===== config.mk =====
export PLATFORM = sky130hd
export DESIGN_NAME = reg_status_file
export DESIGN_NICKNAME = d
export VERILOG_FILES = /design/src/rtl/reg_status_file.sv
export SDC_FILE = /design/constraint.sdc
export NUM_CORES = 2
export LEC_CHECK = 0
export ABC_AREA = 0
export CAP_MARGIN = 15
export CORE_AREA = 2 2 521 523
export DETAILED_ROUTE_END_ITERATION = 8
export DIE_AREA = 0 0 523 525
export SLEW_MARGIN = 20
export SYNTH_ARGS = -nofsm -noshare
export SYNTH_HDL_FRONTEND = slang
export SYNTH_SLANG_ARGS = --single-unit

===== constraint.sdc =====
create_clock -name clk_in -period 3.63 [get_ports clk_in]
set_clock_uncertainty 0.1 [all_clocks]
set_input_delay 0.5445 -clock clk_in [delete_from_list [all_inputs] [get_ports clk_in]]
set_output_delay 0.5445 -clock clk_in [all_outputs]
set_load 0.02 [all_outputs]

===== src/rtl/reg_status_file.sv =====
`default_nettype none
// ============================================================================
// Module   : reg_status_file
// Purpose  : Architectural register file with rename busy/tag scoreboard,
//            commit bypass and rename checkpoints for branch recovery.
// Revision : 1.0 - initial release
// ============================================================================
module reg_status_file #(
    parameter int XLEN  = 32,
    parameter int NREG  = 32,
    parameter int TAGW  = 4,
    parameter int NRD   = 2,
    parameter int NCKPT = 4,
    localparam int REGW = $clog2(NREG),
    localparam int CKW  = $clog2(NCKPT)
) (
    input  logic                  clk_in,
    input  logic                  rst_in,
    input  logic                  rdy_in,
    input  logic                  ren_valid,
    input  logic [REGW-1:0]       ren_rd,
    input  logic [TAGW-1:0]       ren_tag,
    input  logic                  cmt_valid,
    input  logic [REGW-1:0]       cmt_rd,
    input  logic [TAGW-1:0]       cmt_tag,
    input  logic [XLEN-1:0]       cmt_data,
    input  logic [NRD*REGW-1:0]   rs_idx,
    output logic [NRD*XLEN-1:0]   rs_val,
    output logic [NRD-1:0]        rs_busy,
    output logic [NRD*TAGW-1:0]   rs_tag,
    input  logic                  ckpt_save,
    input  logic [CKW-1:0]        ckpt_save_id,
    input  logic                  ckpt_restore,
    input  logic [CKW-1:0]        ckpt_restore_id,
    input  logic [NCKPT-1:0]      ckpt_kill_mask,
    input  logic                  ckpt_free,
    input  logic [CKW-1:0]        ckpt_free_id,
    input  logic                  flush_all,
    output logic [NCKPT-1:0]      ckpt_valid,
    output logic                  ckpt_full,
    output logic                  ckpt_ovf,
    output logic [31:0]           commit_cnt
);

    logic [XLEN-1:0] data_q [NREG];
    logic [XLEN-1:0] data_d [NREG];
    logic [NREG-1:0] busy_q, busy_d;
    logic [TAGW-1:0] tag_q [NREG];
    logic [TAGW-1:0] tag_d [NREG];

    logic [NREG-1:0] slot_busy_q [NCKPT];
    logic [NREG-1:0] slot_busy_d [NCKPT];
    logic [TAGW-1:0] slot_tag_q  [NCKPT][NREG];
    logic [TAGW-1:0] slot_tag_d  [NCKPT][NREG];
    logic [NCKPT-1:0] slot_valid_q, slot_valid_d;

    logic        ovf_q, ovf_d;
    logic [31:0] cnt_q, cnt_d;

    logic w_cmt;
    logic w_ren;

    assign w_cmt = cmt_valid && (cmt_rd != '0);
    assign w_ren = ren_valid && (ren_rd != '0);

    always_comb begin
        data_d       = data_q;
        busy_d       = busy_q;
        tag_d        = tag_q;
        slot_busy_d  = slot_busy_q;
        slot_tag_d   = slot_tag_q;
        slot_valid_d = slot_valid_q;
        ovf_d        = ovf_q;
        cnt_d        = cnt_q;

        if (cmt_valid) begin
            cnt_d = cnt_q + 32'd1;
        end

        if (w_cmt) begin
            data_d[cmt_rd] = cmt_data;
            if (tag_q[cmt_rd] == cmt_tag) begin
                busy_d[cmt_rd] = 1'b0;
            end
            for (int s = 0; s < NCKPT; s++) begin
                if (slot_valid_q[s] && (slot_tag_q[s][cmt_rd] == cmt_tag)) begin
                    slot_busy_d[s][cmt_rd] = 1'b0;
                end
            end
        end

        // A same-cycle rename of the committed rd re-marks it busy with the new producer.
        if (w_ren) begin
            busy_d[ren_rd] = 1'b1;
            tag_d[ren_rd]  = ren_tag;
        end

        if (flush_all) begin
            busy_d       = '0;
            tag_d        = tag_q;
            slot_valid_d = '0;
        end else if (ckpt_restore) begin
            if (slot_valid_q[ckpt_restore_id]) begin
                busy_d = slot_busy_d[ckpt_restore_id];
                tag_d  = slot_tag_q[ckpt_restore_id];
            end else begin
                busy_d = '0;
                tag_d  = tag_q;
            end
            slot_valid_d                  = slot_valid_q & ~ckpt_kill_mask;
            slot_valid_d[ckpt_restore_id] = 1'b0;
        end else begin
            if (ckpt_free) begin
                slot_valid_d[ckpt_free_id] = 1'b0;
            end
            if (ckpt_save) begin
                if (slot_valid_q[ckpt_save_id] && !(ckpt_free && (ckpt_free_id == ckpt_save_id))) begin
                    ovf_d = 1'b1;
                end
                slot_busy_d[ckpt_save_id]  = busy_d;
                slot_tag_d[ckpt_save_id]   = tag_d;
                slot_valid_d[ckpt_save_id] = 1'b1;
            end
        end
    end

    always_ff @(posedge clk_in or negedge rst_in) begin
        if (!rst_in) begin
            for (int r = 0; r < NREG; r++) begin
                data_q[r] <= '0;
                tag_q[r]  <= '0;
            end
            busy_q <= '0;
            for (int s = 0; s < NCKPT; s++) begin
                slot_busy_q[s] <= '0;
                for (int r = 0; r < NREG; r++) begin
                    slot_tag_q[s][r] <= '0;
                end
            end
            slot_valid_q <= '0;
            ovf_q        <= 1'b0;
            cnt_q        <= '0;
        end else if (rdy_in) begin
            data_q       <= data_d;
            busy_q       <= busy_d;
            tag_q        <= tag_d;
            slot_busy_q  <= slot_busy_d;
            slot_tag_q   <= slot_tag_d;
            slot_valid_q <= slot_valid_d;
            ovf_q        <= ovf_d;
            cnt_q        <= cnt_d;
        end
    end

    // Source reads: stored state with the in-flight commit forwarded, rename not visible.
    for (genvar k = 0; k < NRD; k++) begin : g_rd
        logic [REGW-1:0] w_idx;
        logic [XLEN-1:0] w_val;
        logic            w_busy;
        logic [TAGW-1:0] w_tag;

        assign w_idx = rs_idx[k*REGW +: REGW];

        always_comb begin
            w_val  = data_q[w_idx];
            w_busy = busy_q[w_idx];
            w_tag  = tag_q[w_idx];
            if (w_idx == '0) begin
                w_val  = '0;
                w_busy = 1'b0;
                w_tag  = '0;
            end else if (cmt_valid && (cmt_rd == w_idx)) begin
                w_val = cmt_data;
                if (busy_q[w_idx] && (tag_q[w_idx] == cmt_tag)) begin
                    w_busy = 1'b0;
                end
            end
        end

        assign rs_val[k*XLEN +: XLEN] = w_val;
        assign rs_busy[k]             = w_busy;
        assign rs_tag[k*TAGW +: TAGW] = w_tag;
    end

    assign ckpt_valid = slot_valid_q;
    assign ckpt_full  = &slot_valid_q;
    assign ckpt_ovf   = ovf_q;
    assign commit_cnt = cnt_q;

endmodule
`default_nettype wire

==> results.yml <==
outcome:
  outcome: "complete, but fails checks"
  violations: "negative setup slack"
timing:
  worst_slack_ns: -0.577
  fmax_mhz: 238
  tightest_slew_ns: 0.998
  final_max_slew_viol_count: 0
  min_period_ns: 4.21
  report.final.setup_viol: 20
  slew_headroom: 0.333
  grt_setup_unrepaired: "yes"
  period_share: 1.16
  hold_violations: 0
clocking:
  clock-sinks: 1861
  clock_latency_ns: 0.89
  cts_tree: "done"
  htreeDepth: 4
  cts_made_buffers: 213
  clkTransAtPathRegs_ns: 0.06
  clockRootBuffer: "clkbuf_16"
  cts_buffer_depth: 4
setup_path:
  end_kind: "output port"
  crit_required_ns: 2.99
  critPathLaunchType: "flip-flop"
  critPathKind: "reg2out"
  path_max_fanout: 3
  arrival_ns: 3.56
placed_design:
  dp_slack_ns: -0.749
  dp_cells: 12000
  place_hpwl_microns: 230000
  port_buffers: 190
  place_congestion: 0.939
  dpl-instance-area_sq_um: 115000
yosys:
  async_reset_ff_frac: 1.00
  synthDistinctLibCells: 69
  synth_flop_cell: "dfrtp_1"
  synth-edff-count: 0
  syn-num-nets: 8258
  yosys_warnings: 0
  syn_area_sq_um: 102000
  syn_inst: 8178
  avgSynthCellArea_sq_um: 12.4
  ys_seq_area_frac: 0.458
  synth_seq_cells: 1861
routing:
  finalWirelength_microns: 362000
  drc: 0
  num_vias: 75800
  wl_per_cell_microns: 28.9
  ant_nets: 0
  drtIter0Drc: 7590
  drt_pre_antenna_iters: 6
  viasPerCell: 6.05
die:
  dieArea_sq_um: 275000
  die_h_microns: 525
  fp.dieW_microns: 523
  num_rows: 191
  io-pin-count: 191
  core_region_area_sq_um: 269000
  initial_core_util: 0.377
final_layout:
  stdcell_count: 12500
  final_cell_area_sq_um: 124000
  nets: 8864
  drive_gt1_frac: 0.390
  fillers: 23900
  fin_util: 0.459
  areaGrowthSynthToFinish_pct: 21.7
grt:
  grt_pass1_vias: 77600
  grt_pass1_wl_microns: 531000
  grt.total_usage: 0.258
  antenna_found_initial: 8
  grt_overflow: 0
  grt_max_degree: 154
min_path:
  hold_class: "in2reg"
power:
  p_total_mw: 61.9
  peakVddDrop_v: 0.000427
  p_per_area_nw_per_um2: 500
  leakage_nw: 54.4
flow_run:
  max-cap-violations: 0
-- sequential cells by signal, summed over array words and instances, names as in the netlist --
register,count
data_q,1024
busy_q,32
commit_cnt,32
ckpt_ovf,1
slot_tag_q,512
slot_busy_q,128
tag_q,128
ckpt_valid,4
-- synthesized netlist by cell type (25+ instances only) --
cell	n	area share
nor2b_1	55	0.0034
o22ai_1	162	0.010
mux2_2	993	0.11
mux2i_1	581	0.057
xnor2_1	34	0.0029
o221ai_1	26	0.0022
o31ai_1	28	0.0021
clkbuf_1	586	0.022
dfrtp_1	1861	0.46
a211oi_1	101	0.0075
buf_1	102	0.0038
nand2_1	631	0.023
buf_2	102	0.0050
o21ai_0	530	0.026
o211ai_1	25	0.0018
nor4_1	41	0.0025
o2bb2ai_1	43	0.0037
nor2_1	608	0.022
a21oi_1	428	0.021
nand3_1	49	0.0024
a22o_1	74	0.0064
mux4_2	830	0.18
-- critical path: stages, from the launching register on --
cell and delay (ns):
dfrtp_1 0.44, mux4_2 0.48, mux4_2 0.54, mux2i_4 0.22, xor2_2 0.24, nand3_1 0.13, buf_6 0.16, nor3_4 0.20
nor3_4 0.11, buf_12 0.15
-- layout by cell type (no fill, tap or decap), types with 40 or more instances in the layout --
master	n
clkbuf_8	64
dfrtp_1	1835
clkbuf_1	40
nand2_1	628
o21ai_0	530
a211oi_2	64
mux2_2	993
mux2i_1	561
a21oi_1	421
o22ai_1	162
clkbuf_16	224
buf_4	797
nor2_1	595
a22o_1	74
o2bb2ai_1	43
mux4_2	830
nor2b_1	53
buf_12	179
clkdlybuf4s50_1	98
-- area by class of cell --
class	instances	area, sq um	share of cell area
diodes	4	10.0	0.0000809
well taps	3570	4470	0.0361
multi-input cells	5478	52700	0.426
inverters	15	56.3	0.000455
clock buffers	317	6380	0.0516
repair buffers	1215	12600	0.102
flip-flops and latches	1861	46600	0.377
clock inverters	69	886	0.00716
-- per-stage QoR --
| step | hold WS [ns] | TNS, ns |
|---|---|---|
| global route | 0.124 | -2.71 |
| CTS | 0.0709 | -1.61 |
| global placement | 0.277 | -106.73 |
| detailed placement | 0.284 | -119.74 |
| finish | 0.134 | -2.09 |
| floorplan | 0.149 | -1.08 |
-- final timing paths --
kind | depth (start not counted) | to | from | slack [ns]
worst max-delay path | 9 | rs_busy[1] | tag_q[68]$_DFFE_PN0P_ | -0.58
worst max register to register | 10 | busy_q[22]$_DFFE_PN0P_ | tag_q[113]$_DFFE_PN0P_ | 0.05
worst min-delay path | 3 | tag_q[118]$_DFFE_PN0P_ | ckpt_restore | 0.13
max in group asynchronous | 4 | data_q[65]$_DFFE_PN0P_ | rst_in | 1.85
min in group asynchronous | 2 | data_q[281]$_DFFE_PN0P_ | rst_in | 0.14
worst min register to register | 0 | data_q[1022]$_DFFE_PN0P_ | data_q[1022]$_DFFE_PN0P_ | 0.29
-- per-layer routing --
| metal | vias to the layer above | track usage | wire (microns) | part of all wire |
|---|---|---|---|---|
| met1 | 39300 | 0.337 | 143000 | 0.40 |
| met4 | 4 | 0.126 | 21600 | 0.060 |
| li1 | 32000 | - | - | - |
| met2 | 3521 | 0.408 | 167000 | 0.46 |
| met3 | 941 | 0.0547 | 30400 | 0.084 |
| met5 | - | 0 | 27 | 0.000075 |
-- cells by family (layout without fill, tap and decap cells) --
group | count (synthesis) | count (layout) | share of synthesized area
multiplexers | 2404 | 2404 | 0.351
XOR/XNOR | 58 | 58 | 0.00500
buffers and inverters | 839 | 1616 | 0.0342
AO/OA/AOI/OAI | 1527 | 1527 | 0.0900
other | 0 | 4 | 0
adder cells (fa/ha/maj) | 1 | 1 | 0.000123
AND/OR/NAND/NOR | 1488 | 1488 | 0.0613
flip-flops | 1861 | 1861 | 0.458
-- power by group --
| part | internal, mW | total, mW | switching, mW |
|---|---|---|---|
| Combinational | 6.94 | 13.2 | 6.24 |
| Sequential | 23.7 | 26.2 | 2.53 |
| Clock | 13.2 | 22.5 | 9.31 |
| Total | 43.8 | 61.9 | 18.1 |
-- what timing repair did --
| item | in CTS | in global routing |
|---|---|---|
| setup buffers | 47 | 40 |
| hold endpoints to repair | 343 | 0 |
| hold buffers | 2 | 0 |
| endpoints found under the setup margin | 74 | 66 |
| pin swaps | 8 | 18 |
| resized for setup | 312 | 130 |
| gates cloned | 13 | 9 |
Note: power is estimated with default switching activity, not from simulation.
